### config.mk
export PLATFORM = sky130hd
export DESIGN_NAME = next_addr_gen
export DESIGN_NICKNAME = d
export VERILOG_FILES = /design/src/rtl/next_addr_pkg.sv /design/src/rtl/next_addr_gen_addr_adder.sv /design/src/rtl/next_addr_gen.sv
export SDC_FILE = /design/constraint.sdc
export NUM_CORES = 1
export LEC_CHECK = 0
export ABC_CLOCK_PERIOD_IN_PS = 2500
export CORE_MARGIN = 1.5
export CORE_UTILIZATION = 43
export CTS_BUF_LIST = sky130_fd_sc_hd__clkbuf_8
export DETAILED_ROUTE_END_ITERATION = 12
export GPL_ROUTABILITY_DRIVEN = 0
export PLACE_DENSITY = 0.77
export SKIP_LAST_GASP = 1
export SYNTH_ARGS = -nofsm -noshare
export SYNTH_HDL_FRONTEND = slang
export SYNTH_SLANG_ARGS = --single-unit
### constraint.sdc
create_clock -name clk -period 2.5 [get_ports clk]
set_input_delay 0.625 -clock clk [delete_from_list [all_inputs] [get_ports clk]]
set_output_delay 0.625 -clock clk [all_outputs]
set_load 0.01 [all_outputs]
### src/rtl/next_addr_pkg.sv
// Shared constants for the fetch next-address generator: redirect-mode
// encodings on the sel port and the trap vector stride.
package next_addr_pkg;

  localparam logic [1:0] SEL_SEQ  = 2'b00;
  localparam logic [1:0] SEL_BR   = 2'b01;
  localparam logic [1:0] SEL_JMP  = 2'b10;
  localparam logic [1:0] SEL_TRAP = 2'b11;

  // Each trap vector owns 4 words, so tt is scaled by a 2-bit left shift.
  localparam int TRAP_STRIDE      = 4;
  localparam int TRAP_STRIDE_LOG2 = 2;

endpackage

### src/rtl/next_addr_gen_addr_adder.sv
// AW-wide modular adder (a + b + cin). It is used both as the npc incrementer
// and as the pc-relative branch target adder.
module addr_adder #(
  parameter int W = 30
) (
  input  logic [W-1:0] a,
  input  logic [W-1:0] b,
  input  logic         cin,
  output logic [W-1:0] sum
);

  // Carry out is dropped on purpose: address arithmetic wraps silently.
  assign sum = a + b + W'(cin);

endmodule

### src/rtl/next_addr_gen.sv
// Fetch-stage next-address generator. It holds the architectural pc/npc pair
// with one delay slot and an annul flag, and advances it under the fetch
// handshake. All outputs come straight from registers.
// Optional feature macro: NEXT_ADDR_TRAP_EN enables trap redirection (sel=11)
// and the trap_pc capture register. Without it, sel=11 behaves as a
// sequential step and trap_pc reads as zero.
module next_addr_gen
  import next_addr_pkg::*;
#(
  parameter int            AW         = 30,
  parameter logic [AW-1:0] RESET_ADDR = '0,
  parameter logic [AW-1:0] TRAP_BASE  = AW'('h100)
) (
  input  logic                 clk,
  input  logic                 rst_n,
  input  logic                 advance,
  input  logic [1:0]           sel,
  input  logic                 taken,
  input  logic                 annul,
  input  logic signed [AW-1:0] disp,
  input  logic [AW-1:0]        target,
  input  logic [7:0]           tt,
  output logic [AW-1:0]        pc,
  output logic [AW-1:0]        npc,
  output logic                 pc_valid,
  output logic                 slot_annul,
  output logic [AW-1:0]        trap_pc
);

  localparam logic [AW-1:0] RESET_NPC = RESET_ADDR + AW'(1);

  logic [AW-1:0] pc_q, npc_q;
  logic          pc_valid_q, slot_annul_q;
  logic [AW-1:0] pc_d, npc_d;
  logic          slot_annul_d;
  logic [AW-1:0] npc_inc, br_target;
  logic          is_trap;
  logic          redirect;

  addr_adder #(.W(AW)) u_npc_inc (
    .a   (npc_q),
    .b   ('0),
    .cin (1'b1),
    .sum (npc_inc)
  );

  addr_adder #(.W(AW)) u_br_target (
    .a   (pc_q),
    .b   (disp),
    .cin (1'b0),
    .sum (br_target)
  );

`ifdef NEXT_ADDR_TRAP_EN
  logic [AW-1:0] trap_pc_q, trap_pc_d;
  logic [AW-1:0] trap_vec, trap_vec_inc;

  assign is_trap      = (sel == SEL_TRAP);
  assign trap_vec     = TRAP_BASE + (AW'(tt) << TRAP_STRIDE_LOG2);
  assign trap_vec_inc = trap_vec + AW'(1);
  assign trap_pc      = trap_pc_q;
`else
  logic trap_unused;

  assign is_trap     = 1'b0;
  assign trap_unused = ^{tt, TRAP_BASE};
  assign trap_pc     = '0;
`endif

  // Only a taken branch or jump replaces the sequential npc successor.
  assign redirect = taken && ((sel == SEL_BR) || (sel == SEL_JMP));

  // Next-state selection: a trap flushes regardless of advance; otherwise the
  // pair moves only when fetch consumes pc.
  always_comb begin
    pc_d         = pc_q;
    npc_d        = npc_q;
    slot_annul_d = slot_annul_q;
`ifdef NEXT_ADDR_TRAP_EN
    trap_pc_d    = trap_pc_q;
`endif
    if (is_trap) begin
`ifdef NEXT_ADDR_TRAP_EN
      pc_d         = trap_vec;
      npc_d        = trap_vec_inc;
      trap_pc_d    = pc_q;
`endif
      slot_annul_d = 1'b0;
    end else if (advance) begin
      pc_d = npc_q;
      if (redirect) begin
        npc_d        = (sel == SEL_BR) ? br_target : target;
        slot_annul_d = annul;
      end else begin
        npc_d        = npc_inc;
        slot_annul_d = 1'b0;
      end
    end
  end

  // Architectural state; reset overrides any in-flight redirect immediately.
  always_ff @(posedge clk or negedge rst_n) begin
    if (!rst_n) begin
      pc_q         <= RESET_ADDR;
      npc_q        <= RESET_NPC;
      pc_valid_q   <= 1'b0;
      slot_annul_q <= 1'b0;
`ifdef NEXT_ADDR_TRAP_EN
      trap_pc_q    <= '0;
`endif
    end else begin
      pc_q         <= pc_d;
      npc_q        <= npc_d;
      pc_valid_q   <= 1'b1;
      slot_annul_q <= slot_annul_d;
`ifdef NEXT_ADDR_TRAP_EN
      trap_pc_q    <= trap_pc_d;
`endif
    end
  end

  assign pc         = pc_q;
  assign npc        = npc_q;
  assign pc_valid   = pc_valid_q;
  assign slot_annul = slot_annul_q;

endmodule
==> impl_metrics.py <==
metrics = {
    "final_layout": {
        "final_nets": 970,
        "finalNonFillerCells": 1011,
        "final_area_um2": 8350,
        "final_util": 0.732,
        "diodes": 0,
        "drive_gt1_frac": 0.356,
        "syn2layout_area_growth_pct": 65.7,
    },
    "global_route": {
        "antenna_found_initial": 0,
        "grt_overflow": 0,
        "grt_max_degree": 73,
        "grt_pass1_vias": 5863,
        "grt_first_pass_wirelength_um": 29600,
        "track_usage": 0.293,
    },
    "floorplanning": {
        "core_um2": 11400,
        "ioPinCount": 167,
        "fp.dieH_um": 111,
        "start_util": 0.441,
        "dieArea_um2": 12400,
        "die_x_um": 111,
        "num_rows": 39,
    },
    "clocking": {
        "cts_buffer_depth": 2,
        "clk_pin_slew_ns": 0.08,
        "cts_sinks": 62,
        "root_buffer": "clkbuf_8",
        "clk_latency_ns": 0.35,
        "cts_max_level": 3,
        "numCtsBuffers": 9,
        "tritoncts": "built",
        "hold_buffers": 0,
    },
    "timing": {
        "max_slew.worst_pin.slew_ns": 0.554,
        "fin_crit_sh": 1.13,
        "rsz0062_at_grt": "true",
        "min_period_ns": 2.83,
        "max_freq_mhz": 353,
        "layout_setup_ws_ns": -0.334,
        "final.setup_skew_ns": 0.0142,
        "hold_viol": 0,
        "tns_ns": -2.60,
        "slew_viol_final": 0,
        "slew-limit-headroom": 0.630,
        "finalSetupViolations": 20,
    },
    "setup_path": {
        "crit_path_end_kind": "flip-flop",
        "cp_max_fo": 3,
        "worstPathArrival_ns": 3.03,
        "crit_path_top_delay_cell": "dfrtp_1",
        "critPathLaunchType": "flip-flop",
        "crit_chain": "ha_4 -> fa_2 -> a211oi_4 -> nor2_4 -> buf_6 -> o21a_1 -> a21bo_4 -> a221oi_4 -> o21ai_2 -> a211oi_2 -> o22ai_1",
        "crit_type": "flip-flop to flip-flop",
        "crit_family": "compound AO/OA/AOI/OAI gates",
        "critPathMaxStageDelay_ns": 0.41,
        "required_ns": 2.70,
        "path_buf_inv": 1,
    },
    "logic_synthesis": {
        "syn_area_per_cell_um2": 8.57,
        "synth_xor_area_frac": 0.0365,
        "synth-main-ff-cell": "dfrtp_1",
        "async_flop_share": 1.00,
        "synth_compound_area_frac": 0.236,
        "yosysTopAreaCell": "dfrtp_1",
        "yosysWarnings": 0,
        "synth_top_area_frac": 0.303,
        "synth_simple_gate_area_frac": 0.170,
        "syn_inst": 588,
        "synth.mux.area_fraction": 0.0894,
        "ys_seq_area_frac": 0.308,
        "ys_types": 72,
        "synth_area_um2": 5040,
        "synth_area_leaders": "dfrtp_1, ha_1, mux2_2, a21oi_1, o21ai_0",
        "synth_edf_count": 0,
        "synthAdderAreaFrac": 0.0809,
        "synth_top_family_by_area": "compound AO/OA/AOI/OAI gates",
        "ys_seq_elements": 62,
    },
    "power_and_ir_drop": {
        "p_leak_nw": 3.59,
        "power_mw": 8.53,
        "peakVddDrop_uv": 585,
        "powerDensity_nw_per_um2": 1020,
    },
    "drt": {
        "first_iter_violations": 736,
        "route.antenna.remaining_nets": 0,
        "drc": 0,
        "wirelength_um": 19300,
        "wire_per_inst_um": 19.1,
        "firstDrtPassIters": 6,
        "vias_per_cell": 6.00,
        "vias": 6067,
    },
    "place": {
        "numPortBuffers": 128,
        "place_inst": 969,
        "hpwlAfterDp_um": 12800,
        "placed_cell_area_um2": 7460,
    },
    "status": {
        "status": "complete, but fails checks",
        "violations": "negative setup slack",
    },
    "job": {
        "drv_cap": 0,
    },
    "min_path": {
        "min_path_type": "primary input to asynchronous set/reset pin",
    },
}
flip-flops by register name, summed over array words and instances (netlist names):
register and cells:
pc_valid 1, slot_annul 1, pc 30, npc 30
power by group:
| part | leakage [nW] | switching, mW | internal, mW | total (mW) |
|---|---|---|---|---|
| clock | 0.119 | 0.429 | 0.579 | 1.01 |
| sequential | 0.707 | 0.444 | 1.35 | 1.80 |
| combinational | 2.77 | 2.60 | 3.12 | 5.72 |
stage by stage:
stage / setup WS [ns] / hold slack [ns]
2_1_floorplan: -0.228 / 0.329
3_5_place_dp: -1.16 / 0.482
3_3_place_gp: -1.08 / 0.481
5_1_grt: -0.419 / 0.279
4_1_cts: -0.350 / 0.259
6_report: -0.334 / 0.259
cell families after synthesis:
logic type	after synthesis
other cells	2
fa+ha+maj	32
buf+inv	70
compound gates	190
xor+xnor	21
flops	62
mux	41
simple gates	170
area by class of cell:
| class | count | area (µm²) |
|---|---|---|
| clock inverter | 6 | 77.6 |
| timing repair buffer | 290 | 2510 |
| sequential | 62 | 1550 |
| fill | 781 | 3070 |
| tap | 143 | 179 |
| multi-input combinational | 485 | 3840 |
| inverter | 15 | 56.3 |
| clock buffer | 10 | 138 |
routing by layer:
| layer | up-vias | global-route usage | part of all wire |
|---|---|---|---|
| met1 | 2871 | 0.377 | 0.40 |
| met5 | - | 0 | 0 |
| li1 | 2673 | - | - |
| met3 | 95 | 0.0503 | 0.090 |
| met4 | 0 | 0.101 | 0.040 |
| met2 | 428 | 0.498 | 0.47 |
layout by cell type (no fill, tap or decap), types with 4 or more instances in the layout:
cell type,instances
xor2_1,6
nor3_1,11
nand2_1,42
dlygate4sd2_1,6
mux2i_1,9
buf_4,148
and3_1,5
ha_4,23
nand3_1,20
or4_1,5
a21oi_1,51
a21o_1,8
nor2_1,37
conb_1,31
clkdlybuf4s50_1,103
nand2b_1,4
buf_6,10
o22ai_1,12
clkdlybuf4s15_1,4
mux2_2,31
o21a_1,5
buf_12,4
xnor2_1,12
o211ai_1,4
nand4_1,9
inv_1,15
o21ai_4,4
or3_1,4
o31ai_1,4
o21ai_0,40
a21oi_2,8
a211oi_1,8
dfrtp_1,60
clkbuf_8,10
o21ai_2,7
buf_2,12
ha_1,8
synth_stat cells, types with 14 or more instances:
master and number:
nand2_1 45, buf_4 30, dfrtp_1 61, nor2_1 38, nand3_1 22, inv_1 14
mux2_2 32, a21oi_1 59, ha_1 31, xnor2_1 15, o21ai_0 49, clkbuf_1 19
path summary, 6_finish.rpt:
| kind | startpoint | endpoint | slack [ns] | cells after the start |
|---|---|---|---|---|
| max | pc[0] | npc[18] | -0.33 | 11 |
| min | rst_n | pc[20] | 0.26 | 1 |
| max reg2reg | pc[0] | npc[18] | -0.33 | 11 |
| min reg2reg | slot_annul | slot_annul | 0.49 | 1 |
| max in group asynchronous | rst_n | npc[0] | 1.60 | 2 |
| min in group clk | slot_annul | slot_annul | 0.49 | 1 |
timing repair:
| item | in CTS | in global routing |
|---|---|---|
| gates resized for setup | 119 | 32 |
| setup buffers | 24 | 5 |
| pin swaps | 70 | 43 |
| setup endpoints to repair | 24 | 19 |
No activity file was read; power rests on OpenSTA's default activity.
